--- src/rtl/codec_seq_pkg.sv ---
// Shared types and default timing for the codec bring-up sequencer.
// Optional feature macro: LRCK_WATCHDOG_EN (ADC LRCK activity watchdog in RUN).
package codec_seq_pkg;

    localparam int unsigned STATE_W = 3;
    localparam int unsigned RETRY_W = 2;

    // Default cycle counts at 12.288 MHz
    localparam int unsigned DEF_PWRUP_CYC   = 327680;
    localparam int unsigned DEF_CFG_TO_CYC  = 1048575;
    localparam int unsigned DEF_SETTLE_CYC  = 65536;
    localparam int unsigned DEF_LRCK_TO_CYC = 4096;
    localparam int unsigned DEF_MAX_RETRY   = 3;
    localparam int unsigned DEF_CNT_W       = 20;

    typedef enum logic [STATE_W-1:0] {
        ST_HOLD    = 3'd0,
        ST_ADC_CFG = 3'd1,
        ST_DAC_CFG = 3'd2,
        ST_SETTLE  = 3'd3,
        ST_RUN     = 3'd4,
        ST_FAULT   = 3'd5
    } seq_state_t;

    // True while another attempt is allowed after 'fails' failures
    function automatic logic retry_left(input logic [RETRY_W-1:0] fails,
                                        input int unsigned        max_retry);
        return (32'(fails) + 32'd1) < max_retry;
    endfunction

endpackage

--- src/rtl/codec_init_sequencer_lrck_mon.sv ---
// ADC LRCK activity monitor: 2-FF synchroniser, edge detect and a
// no-edge watchdog that fires after LRCK_TO_CYC quiet clocks while enabled.
module lrck_activity_mon
    import codec_seq_pkg::*;
#(
    parameter int unsigned CNT_W       = DEF_CNT_W,
    parameter int unsigned LRCK_TO_CYC = DEF_LRCK_TO_CYC
) (
    input  logic i_clk,
    input  logic i_rst,
    input  logic i_en,
    input  logic i_lrck,
    output logic o_timeout_c
);

    logic [1:0]       r_sync;
    logic             r_lrck_d;
    logic [CNT_W-1:0] r_wd_cnt;
    logic             w_edge;

    assign w_edge      = r_sync[1] ^ r_lrck_d;
    assign o_timeout_c = i_en && !w_edge && (r_wd_cnt == CNT_W'(LRCK_TO_CYC - 1));

    // Bring the asynchronous LRCK into the MCLK domain and keep one old sample
    always_ff @(posedge i_clk) begin
        if (i_rst) begin
            r_sync   <= 2'b00;
            r_lrck_d <= 1'b0;
        end else begin
            r_sync   <= {r_sync[0], i_lrck};
            r_lrck_d <= r_sync[1];
        end
    end

    // Quiet-time counter: cleared by any LRCK edge, when disabled, or on firing
    always_ff @(posedge i_clk) begin
        if (i_rst) begin
            r_wd_cnt <= '0;
        end else if (!i_en || w_edge || o_timeout_c) begin
            r_wd_cnt <= '0;
        end else if (r_wd_cnt != {CNT_W{1'b1}}) begin
            r_wd_cnt <= r_wd_cnt + CNT_W'(1);
        end
    end

endmodule

--- src/rtl/codec_init_sequencer.sv ---
// Bring-up sequencer for the ES7243E ADC / ES8156 DAC audio path.
// Holds the config engines in reset, starts ADC then DAC configuration with
// timeouts and retries, waits a settle period, then enables the I2S datapath.
// Optional feature macro: LRCK_WATCHDOG_EN (restart on loss of ADC LRCK in RUN).
module codec_init_sequencer
    import codec_seq_pkg::*;
#(
    parameter int unsigned PWRUP_CYC   = DEF_PWRUP_CYC,
    parameter int unsigned CFG_TO_CYC  = DEF_CFG_TO_CYC,
    parameter int unsigned SETTLE_CYC  = DEF_SETTLE_CYC,
    parameter int unsigned LRCK_TO_CYC = DEF_LRCK_TO_CYC,
    parameter int unsigned MAX_RETRY   = DEF_MAX_RETRY,
    parameter int unsigned CNT_W       = DEF_CNT_W
) (
    input  logic               i_clk_12M,
    input  logic               i_rst,
    input  logic               i_reinit_req,
    output logic               o_cfg_rstn,
    output logic               o_adc_cfg_start,
    input  logic               i_adc_cfg_done,
    output logic               o_dac_cfg_start,
    input  logic               i_dac_cfg_done,
    input  logic               i_adc_lrck,
    output logic               o_stream_en,
    output logic               o_mute,
    output logic               o_init_err,
    output logic [RETRY_W-1:0] o_retry_cnt,
    output logic [STATE_W-1:0] o_state
);

    localparam logic [CNT_W-1:0] PWRUP_LAST  = CNT_W'(PWRUP_CYC - 1);
    localparam logic [CNT_W-1:0] CFG_TO_LAST = CNT_W'(CFG_TO_CYC - 1);
    localparam logic [CNT_W-1:0] SETTLE_LAST = CNT_W'(SETTLE_CYC - 1);
    localparam logic [CNT_W-1:0] TIMER_MAX   = {CNT_W{1'b1}};

    seq_state_t         r_state;
    logic [CNT_W-1:0]   r_timer;
    logic               r_cfg_rstn;
    logic               r_adc_start;
    logic               r_dac_start;
    logic               r_stream_en;
    logic               r_mute;
    logic               r_init_err;
    logic [RETRY_W-1:0] r_retry_cnt;
    // Failure counts per stage; DAC failures survive the ADC re-run after a DAC retry
    logic [RETRY_W-1:0] r_adc_fails;
    logic [RETRY_W-1:0] r_dac_fails;
    logic [RETRY_W-1:0] r_wd_fails;
    logic               w_wd_fire;
    logic               w_run;

    assign w_run = (r_state == ST_RUN);

`ifdef LRCK_WATCHDOG_EN
    lrck_activity_mon #(
        .CNT_W       (CNT_W),
        .LRCK_TO_CYC (LRCK_TO_CYC)
    ) u_lrck_mon (
        .i_clk       (i_clk_12M),
        .i_rst       (i_rst),
        .i_en        (w_run),
        .i_lrck      (i_adc_lrck),
        .o_timeout_c (w_wd_fire)
    );
`else
    // Without the watchdog, LRCK is not observed and RUN only ends on reinit/reset
    logic [CNT_W:0] w_lrck_unused;
    assign w_lrck_unused = {i_adc_lrck, CNT_W'(LRCK_TO_CYC - 1)};
    assign w_wd_fire     = 1'b0 & w_run;
`endif

    // Sequencer state, timer and all registered outputs
    always_ff @(posedge i_clk_12M) begin
        if (i_rst) begin
            r_state     <= ST_HOLD;
            r_timer     <= '0;
            r_cfg_rstn  <= 1'b0;
            r_adc_start <= 1'b0;
            r_dac_start <= 1'b0;
            r_stream_en <= 1'b0;
            r_mute      <= 1'b1;
            r_init_err  <= 1'b0;
            r_retry_cnt <= '0;
            r_adc_fails <= '0;
            r_dac_fails <= '0;
            r_wd_fails  <= '0;
        end else if (i_reinit_req) begin
            r_state     <= ST_HOLD;
            r_timer     <= '0;
            r_cfg_rstn  <= 1'b0;
            r_adc_start <= 1'b0;
            r_dac_start <= 1'b0;
            r_stream_en <= 1'b0;
            r_mute      <= 1'b1;
            r_init_err  <= 1'b0;
            r_retry_cnt <= '0;
            r_adc_fails <= '0;
            r_dac_fails <= '0;
            r_wd_fails  <= '0;
        end else begin
            r_adc_start <= 1'b0;
            r_dac_start <= 1'b0;
            if (r_timer != TIMER_MAX) begin
                r_timer <= r_timer + CNT_W'(1);
            end

            case (r_state)
                ST_HOLD: begin
                    r_cfg_rstn  <= 1'b0;
                    r_stream_en <= 1'b0;
                    r_mute      <= 1'b1;
                    if (r_timer == PWRUP_LAST) begin
                        r_state     <= ST_ADC_CFG;
                        r_timer     <= '0;
                        r_cfg_rstn  <= 1'b1;
                        r_adc_start <= 1'b1;
                    end
                end

                ST_ADC_CFG: begin
                    if (i_adc_cfg_done) begin
                        r_state     <= ST_DAC_CFG;
                        r_timer     <= '0;
                        r_dac_start <= 1'b1;
                        r_retry_cnt <= '0;
                        r_adc_fails <= '0;
                    end else if (r_timer == CFG_TO_LAST) begin
                        r_timer    <= '0;
                        r_cfg_rstn <= 1'b0;
                        if (retry_left(r_adc_fails, MAX_RETRY)) begin
                            r_state     <= ST_HOLD;
                            r_adc_fails <= r_adc_fails + RETRY_W'(1);
                            r_retry_cnt <= r_adc_fails + RETRY_W'(1);
                        end else begin
                            r_state    <= ST_FAULT;
                            r_init_err <= 1'b1;
                        end
                    end
                end

                ST_DAC_CFG: begin
                    if (i_dac_cfg_done) begin
                        r_state     <= ST_SETTLE;
                        r_timer     <= '0;
                        r_retry_cnt <= '0;
                        r_dac_fails <= '0;
                    end else if (r_timer == CFG_TO_LAST) begin
                        r_timer    <= '0;
                        r_cfg_rstn <= 1'b0;
                        if (retry_left(r_dac_fails, MAX_RETRY)) begin
                            r_state     <= ST_HOLD;
                            r_dac_fails <= r_dac_fails + RETRY_W'(1);
                            r_retry_cnt <= r_dac_fails + RETRY_W'(1);
                        end else begin
                            r_state    <= ST_FAULT;
                            r_init_err <= 1'b1;
                        end
                    end
                end

                ST_SETTLE: begin
                    if (r_timer == SETTLE_LAST) begin
                        r_state     <= ST_RUN;
                        r_timer     <= '0;
                        r_stream_en <= 1'b1;
                        r_mute      <= 1'b0;
                    end
                end

                ST_RUN: begin
                    // Mute leads; stream_en drops one cycle later in the next state
                    if (w_wd_fire) begin
                        r_timer    <= '0;
                        r_mute     <= 1'b1;
                        r_cfg_rstn <= 1'b0;
                        if (retry_left(r_wd_fails, MAX_RETRY)) begin
                            r_state     <= ST_HOLD;
                            r_wd_fails  <= r_wd_fails + RETRY_W'(1);
                            r_retry_cnt <= r_retry_cnt + RETRY_W'(1);
                        end else begin
                            r_state    <= ST_FAULT;
                            r_init_err <= 1'b1;
                        end
                    end
                end

                ST_FAULT: begin
                    r_cfg_rstn  <= 1'b0;
                    r_stream_en <= 1'b0;
                    r_mute      <= 1'b1;
                    r_init_err  <= 1'b1;
                end

                default: begin
                    r_state     <= ST_HOLD;
                    r_timer     <= '0;
                    r_cfg_rstn  <= 1'b0;
                    r_stream_en <= 1'b0;
                    r_mute      <= 1'b1;
                end
            endcase
        end
    end

    assign o_cfg_rstn      = r_cfg_rstn;
    assign o_adc_cfg_start = r_adc_start;
    assign o_dac_cfg_start = r_dac_start;
    assign o_stream_en     = r_stream_en;
    assign o_mute          = r_mute;
    assign o_init_err      = r_init_err;
    assign o_retry_cnt     = r_retry_cnt;
    assign o_state         = r_state;

endmodule

--- config.mk ---
export PLATFORM = sky130hd
export DESIGN_NAME = codec_init_sequencer
export DESIGN_NICKNAME = d
export VERILOG_FILES = /design/src/rtl/codec_seq_pkg.sv /design/src/rtl/codec_init_sequencer_lrck_mon.sv /design/src/rtl/codec_init_sequencer.sv
export SDC_FILE = /design/constraint.sdc
export NUM_CORES = 1
export LEC_CHECK = 0
export ABC_AREA = 1
export ABC_CLOCK_PERIOD_IN_PS = 1600
export BUFFER_PORTS_ARGS = -buffer_cell sky130_fd_sc_hd__buf_2
export CORE_MARGIN = 1
export CORE_UTILIZATION = 23
export CTS_CLUSTER_DIAMETER = 40
export CTS_CLUSTER_SIZE = 16
export DETAILED_ROUTE_END_ITERATION = 6
export PLACE_DENSITY = 0.44
export SYNTH_ARGS = -nofsm -noshare
export SYNTH_HDL_FRONTEND = slang
export SYNTH_SLANG_ARGS = --single-unit
--- constraint.sdc ---
create_clock -name i_clk_12M -period 1.6 [get_ports i_clk_12M]
set_input_delay 0.16 -clock i_clk_12M [delete_from_list [all_inputs] [get_ports i_clk_12M]]
set_output_delay 0.16 -clock i_clk_12M [all_outputs]
set_load 0.02 [all_outputs]
==> results.py, run 1 <==
metrics = {
    "worst_setup_path": {
        "critPathArrivalTime_ps": 1860,
        "critPathKind": "flop to flop",
        "critPathMaxFanout": 5,
        "critPathSlowestCell": "dfxtp_4",
        "critPathLaunchType": "flop",
        "cp_top_family": "simple AND/OR/NAND/NOR gates",
        "critPathMaxStageDelay_ps": 360,
        "cp.required_ps": 1780,
        "critPathBufInv": 3,
        "endpoint_kind": "flop",
        "cp_cell_sequence": "inv_1 -> ha_1 -> nand3_1 -> nor2_2 -> nand3_4 -> nand3_2 -> nand2_4 -> inv_2 -> nand2_2 -> nand3_4 -> clkbuf_16 -> nor2_2",
    },
    "status": {
        "failed_checks": "setup timing",
        "outcome": "complete, but fails checks",
    },
    "floorplanning": {
        "die_area_mm2": 0.009336,
        "die_x_um": 96.63,
        "io_pins": 17,
        "core_mm2": 0.008678,
        "die_y_um": 96.63,
        "rows": 34,
        "initial_core_util": 0.2373,
    },
    "routing": {
        "top_layer": "met4",
        "antenna_left": 0,
        "wl_met3_um": 105,
        "m1WireLength_mm": 2.391,
        "wl_per_cell_um": 10.68,
        "routed_wirelength_mm": 5.118,
        "drc": 0,
        "num_vias": 1991,
        "drt_iter0_drc": 49,
        "via_per_inst": 4.157,
        "wl_met2_mm": 2.582,
        "drt_first_pass_iters": 4,
    },
    "placement": {
        "port-buffer-count": 15,
        "placed_area_mm2": 0.002631,
        "gp_congestion": 0.8028,
        "dp_cells": 468,
        "post-place-ws_ps": -94.99,
        "dp_hpwl_mm": 3.941,
    },
    "global_route": {
        "grt_usage": 0.1105,
        "antenna_found_initial": 0,
        "grt_pass1_vias": 1933,
        "grt_pass1_wl_mm": 8.507,
        "grt-ovfl-total": 0,
        "grt_max_degree": 12,
    },
    "cells_and_area": {
        "finalNonFillerCells": 479,
        "area_growth_pct": 42.41,
        "fin_nets": 382,
        "layout-drive-gt1-share": 0.3693,
        "final_common_cell": "nor2_1",
        "antennaDiodeCount": 0,
        "final_cell_area_mm2": 0.002933,
        "final_cell_mix": "nor2_1, nand2_1, buf_4",
    },
    "sta": {
        "slew_violations": 0,
        "timing.final.ws_setup_ps": -77.07,
        "hold_viol_final": 0,
        "rsz0062_at_grt": "true",
        "fin_crit_ps": 1677,
        "max_freq_mhz": 596.3,
        "tightest_slew_ps": 438.3,
        "setup_viol": 22,
        "relSlewSlack": 0.7056,
        "skew_ps": 9.967,
        "period_share": 1.048,
    },
    "cts": {
        "htreeDepth": 2,
        "ctsRootBufferMaster": "clkbuf_8",
        "clock_latency_ps": 290,
        "clk_pin_slew_worst_paths_ps": 80,
        "cts_tree": "yes",
        "clock_path_buffers": 2,
        "cts.sinks": 35,
        "cts_inserted_buffers": 5,
    },
    "synth": {
        "ys_types": 31,
        "synthArstFlopShare": 0,
        "postSynthAreaPerCell_um2": 6.819,
        "ys.flop_type": "dfxtp_1",
        "synth-edff-count": 0,
        "synth.ff_latch_count": 35,
        "synthCells": 302,
        "ys_seq_area_frac": 0.3402,
        "ys_warn_count": 0,
        "syn_nets": 314,
        "syn_area_mm2": 0.002059,
    },
    "pwr": {
        "vdd_drop_max_uv": 446.7,
        "p_per_area_mw_per_mm2": 613.1,
        "p_leak_nw": 1.354,
        "power_mw": 1.798,
    },
    "worst_hold_path": {
        "hp-class": "input pin to flop",
    },
    "job": {
        "cap_violations": 0,
    },
}
## cell families (layout without fill, tap and decap cells)
family / after synthesis / in the layout / synth area share
xor+xnor: 12 / 12 / 0.05103
simple gates: 170 / 170 / 0.3949
compound gates: 29 / 29 / 0.07838
buf+inv: 50 / 119 / 0.09902
flops: 35 / 35 / 0.3402
fa+ha+maj: 6 / 6 / 0.03645
## synth_stat cells (5+ instances only)
| library cell | count | share of area |
|---|---|---|
| inv_1 | 43 | 0.078 |
| nand2_1 | 58 | 0.11 |
| a21oi_1 | 12 | 0.029 |
| xor2_1 | 7 | 0.030 |
| ha_1 | 6 | 0.036 |
| nor3_1 | 7 | 0.017 |
| o21ai_0 | 11 | 0.027 |
| xnor2_1 | 5 | 0.021 |
| nor2_2 | 10 | 0.030 |
| nand3_1 | 19 | 0.046 |
| dfxtp_1 | 35 | 0.34 |
| nor2_1 | 57 | 0.10 |
## cell type report
type,instances,area [um^2]
clock inverters,2,35.03
well taps,108,135.1
multi-input cells,217,1289
clock buffers,6,82.58
flip-flops and latches,35,713.2
repair buffers,65,500.5
fillers,986,5746
inverters,46,177.7
## path summary, 6_finish.rpt
check | from | to | slack (ps) | depth (start not counted)
setup reg to reg | r_timer[0] | r_timer[0] | -80 | 12
setup / recovery | r_timer[0] | r_timer[0] | -80 | 12
hold / removal | i_adc_cfg_done | o_dac_cfg_start | 210 | 3
hold reg to reg | o_init_err | o_init_err | 480 | 2
## what timing repair did
action,in CTS,in global routing
setup buffers,0,2
resized for setup,4,42
gates cloned,0,1
hold buffers,0,0
setup endpoints to repair,23,29
pin swaps,0,14
## per-stage QoR
step / hold WS [ps] / util / TNS [ps]
floorplan: 323.5 / - / 0
global placement: 456.0 / 0.3032 / -1106
detailed placement: 462.4 / 0.3032 / -1199
CTS: 188.3 / 0.3179 / -1313
global route: 202.3 / 0.3379 / -3757
finish: 209.2 / 0.3379 / -1186
## sequential cells by signal, indices dropped and copies added (netlist names), 2 cells and up
signal / count
o_retry_cnt: 2
o_state: 3
r_adc_fails: 2
r_dac_fails: 2
r_timer: 20
## worst register-to-register path: cells and delay by family (launching register included)
family,cells,cell delay [ps]
simple gates,8,760
flops,1,360
buf+inv,3,310
fa+ha+maj,1,160
## per-layer routing
metal	GRT usage	vias up
li1	-	1077
met1	0.1356	894
met2	0.1934	15
met3	0.02240	5
met4	0.03330	0
met5	0	-
## report_power, final
part	switching, mW	internal [mW]
registers	0.00340	0.871
clock network	0.342	0.505
logic	0.0434	0.0330
total	0.389	1.41
(Power assumes the default switching activity.)
==> run 2: changes to the inputs <==
- ABC_CLOCK_PERIOD_IN_PS: 1600 -> 1500
- REMOVE_ABC_BUFFERS: unset -> 1
- clock period: 1.6 -> 1.5 ns (I/O delays scaled with it)
==> run 2 against run 1 <==
Against the previous run:
- setup slack got worse by 70 ps
- clock power decreased by 21%
- clock skew decreased by 4.0 ps
- largest cell class unchanged
- the flow still finishes with violations (setup timing)
- sequential share of layout area decreased by 1.4 points
- cell area increased by 5.9%
==> results.py, run 2 (synthesis gave the netlist of run 1 again) <==
metrics = {
    "status": {
        "outcome": "complete, but fails checks",
        "failed_checks": "setup timing",
    },
    "cells_and_area": {
        "top_register": "r_timer",
        "area_growth_pct": 50.85,
        "fin_nets": 402,
        "final_cell_mix": "buf_4, nand2_1, inv_1",
        "largest_reg_flops": 20,
        "final_common_cell": "buf_4",
        "utilization": 0.3580,
        "layout-drive-gt1-share": 0.4246,
        "antennaDiodeCount": 0,
    },
    "worst_setup_path": {
        "cp.required_ps": 1680,
        "reg2reg_to": "r_timer[4]",
        "worstSetupEndpoint": "r_timer[4]",
        "critPathSlowestCell": "dfxtp_4",
        "worstRegToRegCells": 13,
        "critPathMaxStageDelay_ps": 370,
        "critPathKind": "flop to flop",
        "cp_cell_sequence": "ha_4 -> inv_2 -> nor2_4 -> nand2_4 -> nor2_8 -> nand2_4 -> nand2_4 -> inv_4 -> nor2_4 -> nand2_2 -> nand3_4 -> buf_8 -> nor2_2",
        "critPathLaunchType": "flop",
        "critPathArrivalTime_ps": 1830,
        "r2r-start": "r_timer[0]",
        "worst-path-stages": 13,
        "endpoint_kind": "flop",
        "critPathMaxFanout": 5,
        "critPathBufInv": 3,
        "rrSetupSlack_ps": -150,
        "critPathLaunch": "r_timer[0]",
        "cp_common_cell": "nand2_4",
        "cp_top_family": "simple AND/OR/NAND/NOR gates",
    },
    "routing": {
        "routed_wirelength_mm": 5.133,
        "drt_iter0_drc": 72,
        "via_per_inst": 4.100,
        "drt_first_pass_iters": 4,
        "wl_per_cell_um": 10.29,
        "num_vias": 2046,
        "antenna_left": 0,
        "drc": 0,
    },
    "cts": {
        "cts_tree": "yes",
        "cts.sinks": 35,
        "clock_latency_ps": 290,
        "clk_pin_slew_worst_paths_ps": 70,
        "ctsRootBufferMaster": "clkbuf_8",
        "cts_inserted_buffers": 5,
        "clock_path_buffers": 2,
        "hold_buffers": 0,
        "htreeDepth": 2,
    },
    "global_route": {
        "grt_pass1_vias": 1968,
        "grt_pass1_wl_mm": 9.059,
        "grt-ovfl-total": 0,
        "grt_max_degree": 12,
        "grt_usage": 0.1192,
        "antenna_found_initial": 0,
    },
    "floorplanning": {
        "core_mm2": 0.008678,
        "io_pins": 17,
        "die_y_um": 96.63,
        "rows": 34,
        "initial_core_util": 0.2373,
        "die_x_um": 96.63,
        "die_area_mm2": 0.009336,
    },
    "placement": {
        "dp_hpwl_mm": 3.851,
        "port-buffer-count": 15,
        "gp_congestion": 0.7925,
        "post-place-ws_ps": -269.0,
    },
    "pwr": {
        "p_leak_nw": 1.422,
        "vdd_drop_max_uv": 273.6,
        "p_per_area_mw_per_mm2": 543.3,
    },
    "sta": {
        "slew_violations": 0,
        "fin_crit_ps": 1647,
        "hold_viol_final": 0,
        "period_share": 1.098,
        "max_freq_mhz": 607.3,
        "relSlewSlack": 0.7508,
        "skew_ps": 6.007,
        "rsz0062_at_grt": "true",
        "timing.final.ws_setup_ps": -146.7,
        "tightest_slew_ps": 371.0,
        "setup_viol": 28,
    },
    "job": {
        "cap_violations": 0,
    },
    "worst_hold_path": {
        "hp-class": "input pin to flop",
    },
}
==> run 2: cell types whose count changed in the layout (fill, tap and decap cells not counted), sizes merged <==
| cell | before | now |
|---|---|---|
| buf | 64 | 85 |
| bufinv | 1 | 0 |
==> run 2: tightest hold or removal path: stages <==
cell,delay (ps)
buf_2,100
nor2_1,60
o21ai_1,130
a21oi_1,40
==> run 2: worst min-delay path by stage <==
stage                   startpoint              end  cells past startpoint
global placement            o_mute           o_mute                      1
detailed placement          o_mute           o_mute                      1
global route        i_adc_cfg_done   r_adc_fails[0]                      4
CTS                 i_adc_cfg_done   r_adc_fails[0]                      4
finish              i_adc_cfg_done   r_adc_fails[0]                      4
floorplan           i_adc_cfg_done  o_dac_cfg_start                      2
==> run 2: per-layer routing <==
metal,global-route usage,up-vias,share of wire
li1,-,1116,-
met1,0.1613,899,0.50
met2,0.1891,26,0.45
met3,0.02240,5,0.030
met4,0.04133,0,0.016
met5,0,-,0
==> run 2: what timing repair did <==
action,CTS,global route
pin swaps,14,16
resized for setup,40,34
endpoints found under the setup margin,31,34
cloned,1,0
setup buffers,9,3
==> run 2: power by group <==
part           total, mW  internal [mW]  switching [mW]
clock network      0.669          0.326           0.343
registers          0.934          0.930         0.00397
logic             0.0854         0.0363          0.0491
total               1.69           1.29           0.396
==> run 2: layout make-up <==
| class | instances | area [um^2] |
|---|---|---|
| timing repair buffer | 85 | 651.9 |
| multi-input combinational | 217 | 1350 |
| inverter | 46 | 177.7 |
| tap | 108 | 135.1 |
| clock inverter | 1 | 5.005 |
| sequential | 35 | 710.7 |
| clock buffer | 7 | 76.32 |
| fill | 930 | 5572 |
==> run 2: per-stage QoR <==
step / hold WS, ps / setup TNS, ps / total power [mW] / area [um^2] / std cells
2_1_floorplan: 313.5 / -5616 / 0.9853 / 2028 / 298
3_3_place_gp: 445.5 / -4026 / 1.022 / 2714 / 481
3_5_place_dp: 440.7 / -5061 / 1.023 / 2714 / 481
4_1_cts: 235.1 / -2665 / 1.733 / 3037 / 499
5_1_grt: 261.0 / -6741 / 1.783 / 3107 / 499
6_report: 242.7 / -3253 / 1.688 / 3107 / 499
==> run 3: changes to the inputs <==
- ABC_CLOCK_PERIOD_IN_PS: 1500 -> 2100
- PLACE_DENSITY: 0.44 -> 0.43
- clock period: 1.5 -> 2.1 ns (I/O delays scaled with it)
==> run 3 against run 2 <==
Against the previous run:
- the run now ends clean
- first-iteration DRC count is 32% lower
- final cell count is 13% lower
- via count is 12% lower
- core utilization is 8.3 points lower
- flip-flop and latch count stayed put
- worst hold slack worse by 17 ps
==> results.py, run 3 (synthesis gave the netlist of run 1 again) <==
metrics = {
    "sta": {
        "relSlewSlack": 0.7265,
        "period_share": 0.8987,
        "tightest_slew_ps": 408.7,
        "fin_crit_ps": 1887,
        "slew_violations": 0,
        "timing.final.ws_setup_ps": 212.7,
        "hold_slack_ps": 225.5,
        "skew_ps": 4.137,
        "fin_tns_setup_ps": 0,
        "setup_viol": 0,
        "max_freq_mhz": 529.9,
        "hold_viol_final": 0,
        "rsz0062_at_grt": "false",
    },
    "worst_hold_path": {
        "hold_depth": 3,
        "min_from": "i_adc_cfg_done",
        "min_to": "o_dac_cfg_start",
        "hp-class": "input pin to flop",
    },
    "global_route": {
        "grt_pass1_wl_mm": 7.755,
        "antenna_found_initial": 0,
        "grt_pass1_vias": 1710,
        "grt_max_degree": 21,
        "grt-ovfl-total": 0,
        "grt_usage": 0.1005,
    },
    "worst_setup_path": {
        "worstRegToRegCells": 13,
        "critPathMaxFanout": 20,
        "reg2reg_to": "r_timer[1]",
        "cp.required_ps": 2280,
        "rrSetupSlack_ps": 210,
        "r2r-start": "r_timer[1]",
        "critPathKind": "flop to flop",
        "critPathLaunchType": "flop",
        "endpoint_kind": "flop",
        "critPathArrivalTime_ps": 2070,
    },
    "cells_and_area": {
        "final_common_cell": "nand2_1",
        "final_cell_mix": "nand2_1, nor2_1, inv_1",
        "register_area_um2": 700.7,
        "fillers": 994,
        "antennaDiodeCount": 0,
        "top_register": "r_timer",
        "fin_nets": 337,
        "layout-drive-gt1-share": 0.1718,
        "largest_reg_flops": 20,
        "area_growth_pct": 15.98,
        "multi_input_area_mm2": 0.001155,
    },
    "cts": {
        "hold_buffers": 0,
        "ctsResizeCount": 0,
        "cts.sinks": 35,
        "clock_path_buffers": 2,
        "cts_inserted_buffers": 5,
        "clk_pin_slew_worst_paths_ps": 70,
        "ctsRootBufferMaster": "clkbuf_8",
        "clock_latency_ps": 290,
        "post-cts-setup-buffers": 0,
        "cts_tree": "yes",
        "htreeDepth": 2,
    },
    "pwr": {
        "power_mw": 1.248,
        "p_per_area_mw_per_mm2": 522.3,
        "p_leak_nw": 1.074,
        "vdd_drop_max_uv": 245.6,
    },
    "routing": {
        "wl_per_cell_um": 9.970,
        "num_vias": 1796,
        "antenna_left": 0,
        "via_per_inst": 4.138,
        "routed_wirelength_mm": 4.327,
        "drt_iter0_drc": 49,
        "drc": 0,
        "drt_first_pass_iters": 4,
    },
    "placement": {
        "dp_hpwl_mm": 3.348,
        "gp_congestion": 0.7491,
        "post-place-ws_ps": 219.8,
        "port-buffer-count": 15,
    },
    "floorplanning": {
        "core_mm2": 0.008678,
        "die_y_um": 96.63,
        "rows": 34,
        "die_area_mm2": 0.009336,
        "initial_core_util": 0.2373,
        "io_pins": 17,
        "die_x_um": 96.63,
    },
    "job": {
        "cap_violations": 0,
    },
    "status": {
        "outcome": "complete, no violations",
    },
}
-- run 3: changes by cell type in the layout (fill, tap and decap cells not counted), sizes merged --
cell	previous run	this run
buf	85	20
clkbuf	7	8
clkinv	1	0
-- run 3: worst max path at each step --
stage                     from     endpoint  slack (ps)
global route        r_timer[1]  r_timer[12]          50
detailed placement  r_timer[1]  r_timer[13]         220
CTS                 r_timer[1]  r_timer[13]         190
floorplan           r_timer[1]  r_timer[13]         310
finish              r_timer[1]   r_timer[1]         210
global placement    r_timer[1]  r_timer[13]         250
-- run 3: final cells by class --
cell class / count / area share
multi-input combinational: 217 / 0.4835
sequential: 35 / 0.2933
inverter: 46 / 0.07229
tap: 108 / 0.05657
timing repair buffer: 20 / 0.05238
clock buffer: 8 / 0.04191
-- run 3: critical path, stage by stage, from the launching register on --
cell and delay (ps):
dfxtp_1 380, ha_1 220, inv_1 80, nor2_4 170
nand2_4 90, nor2_8 130, nand2_2 70, nand2_4 90
inv_2 40, nor2_4 120, nand2_1 80, nand3_2 80
buf_12 170, nor2_1 50
-- run 3: metal layers --
metal,track usage,share of wire,vias to the layer above
li1,-,-,988
met1,0.1289,0.51,787
met2,0.1625,0.44,15
met3,0.02240,0.024,6
met4,0.04133,0.019,0
met5,0,0,-
-- run 3: per-stage QoR --
step / util / area (um^2) / instances
after floorplan: - / 2028 / 298
after global placement: 0.2637 / 2288 / 426
after detailed placement: 0.2637 / 2288 / 426
after CTS: 0.2752 / 2389 / 434
after global routing: 0.2752 / 2389 / 434
final: 0.2752 / 2389 / 434
-- run 3: power breakdown --
group / internal, mW / switching, mW
logic: 0.0142 / 0.0265
clock network: 0.299 / 0.240
registers: 0.665 / 0.00174
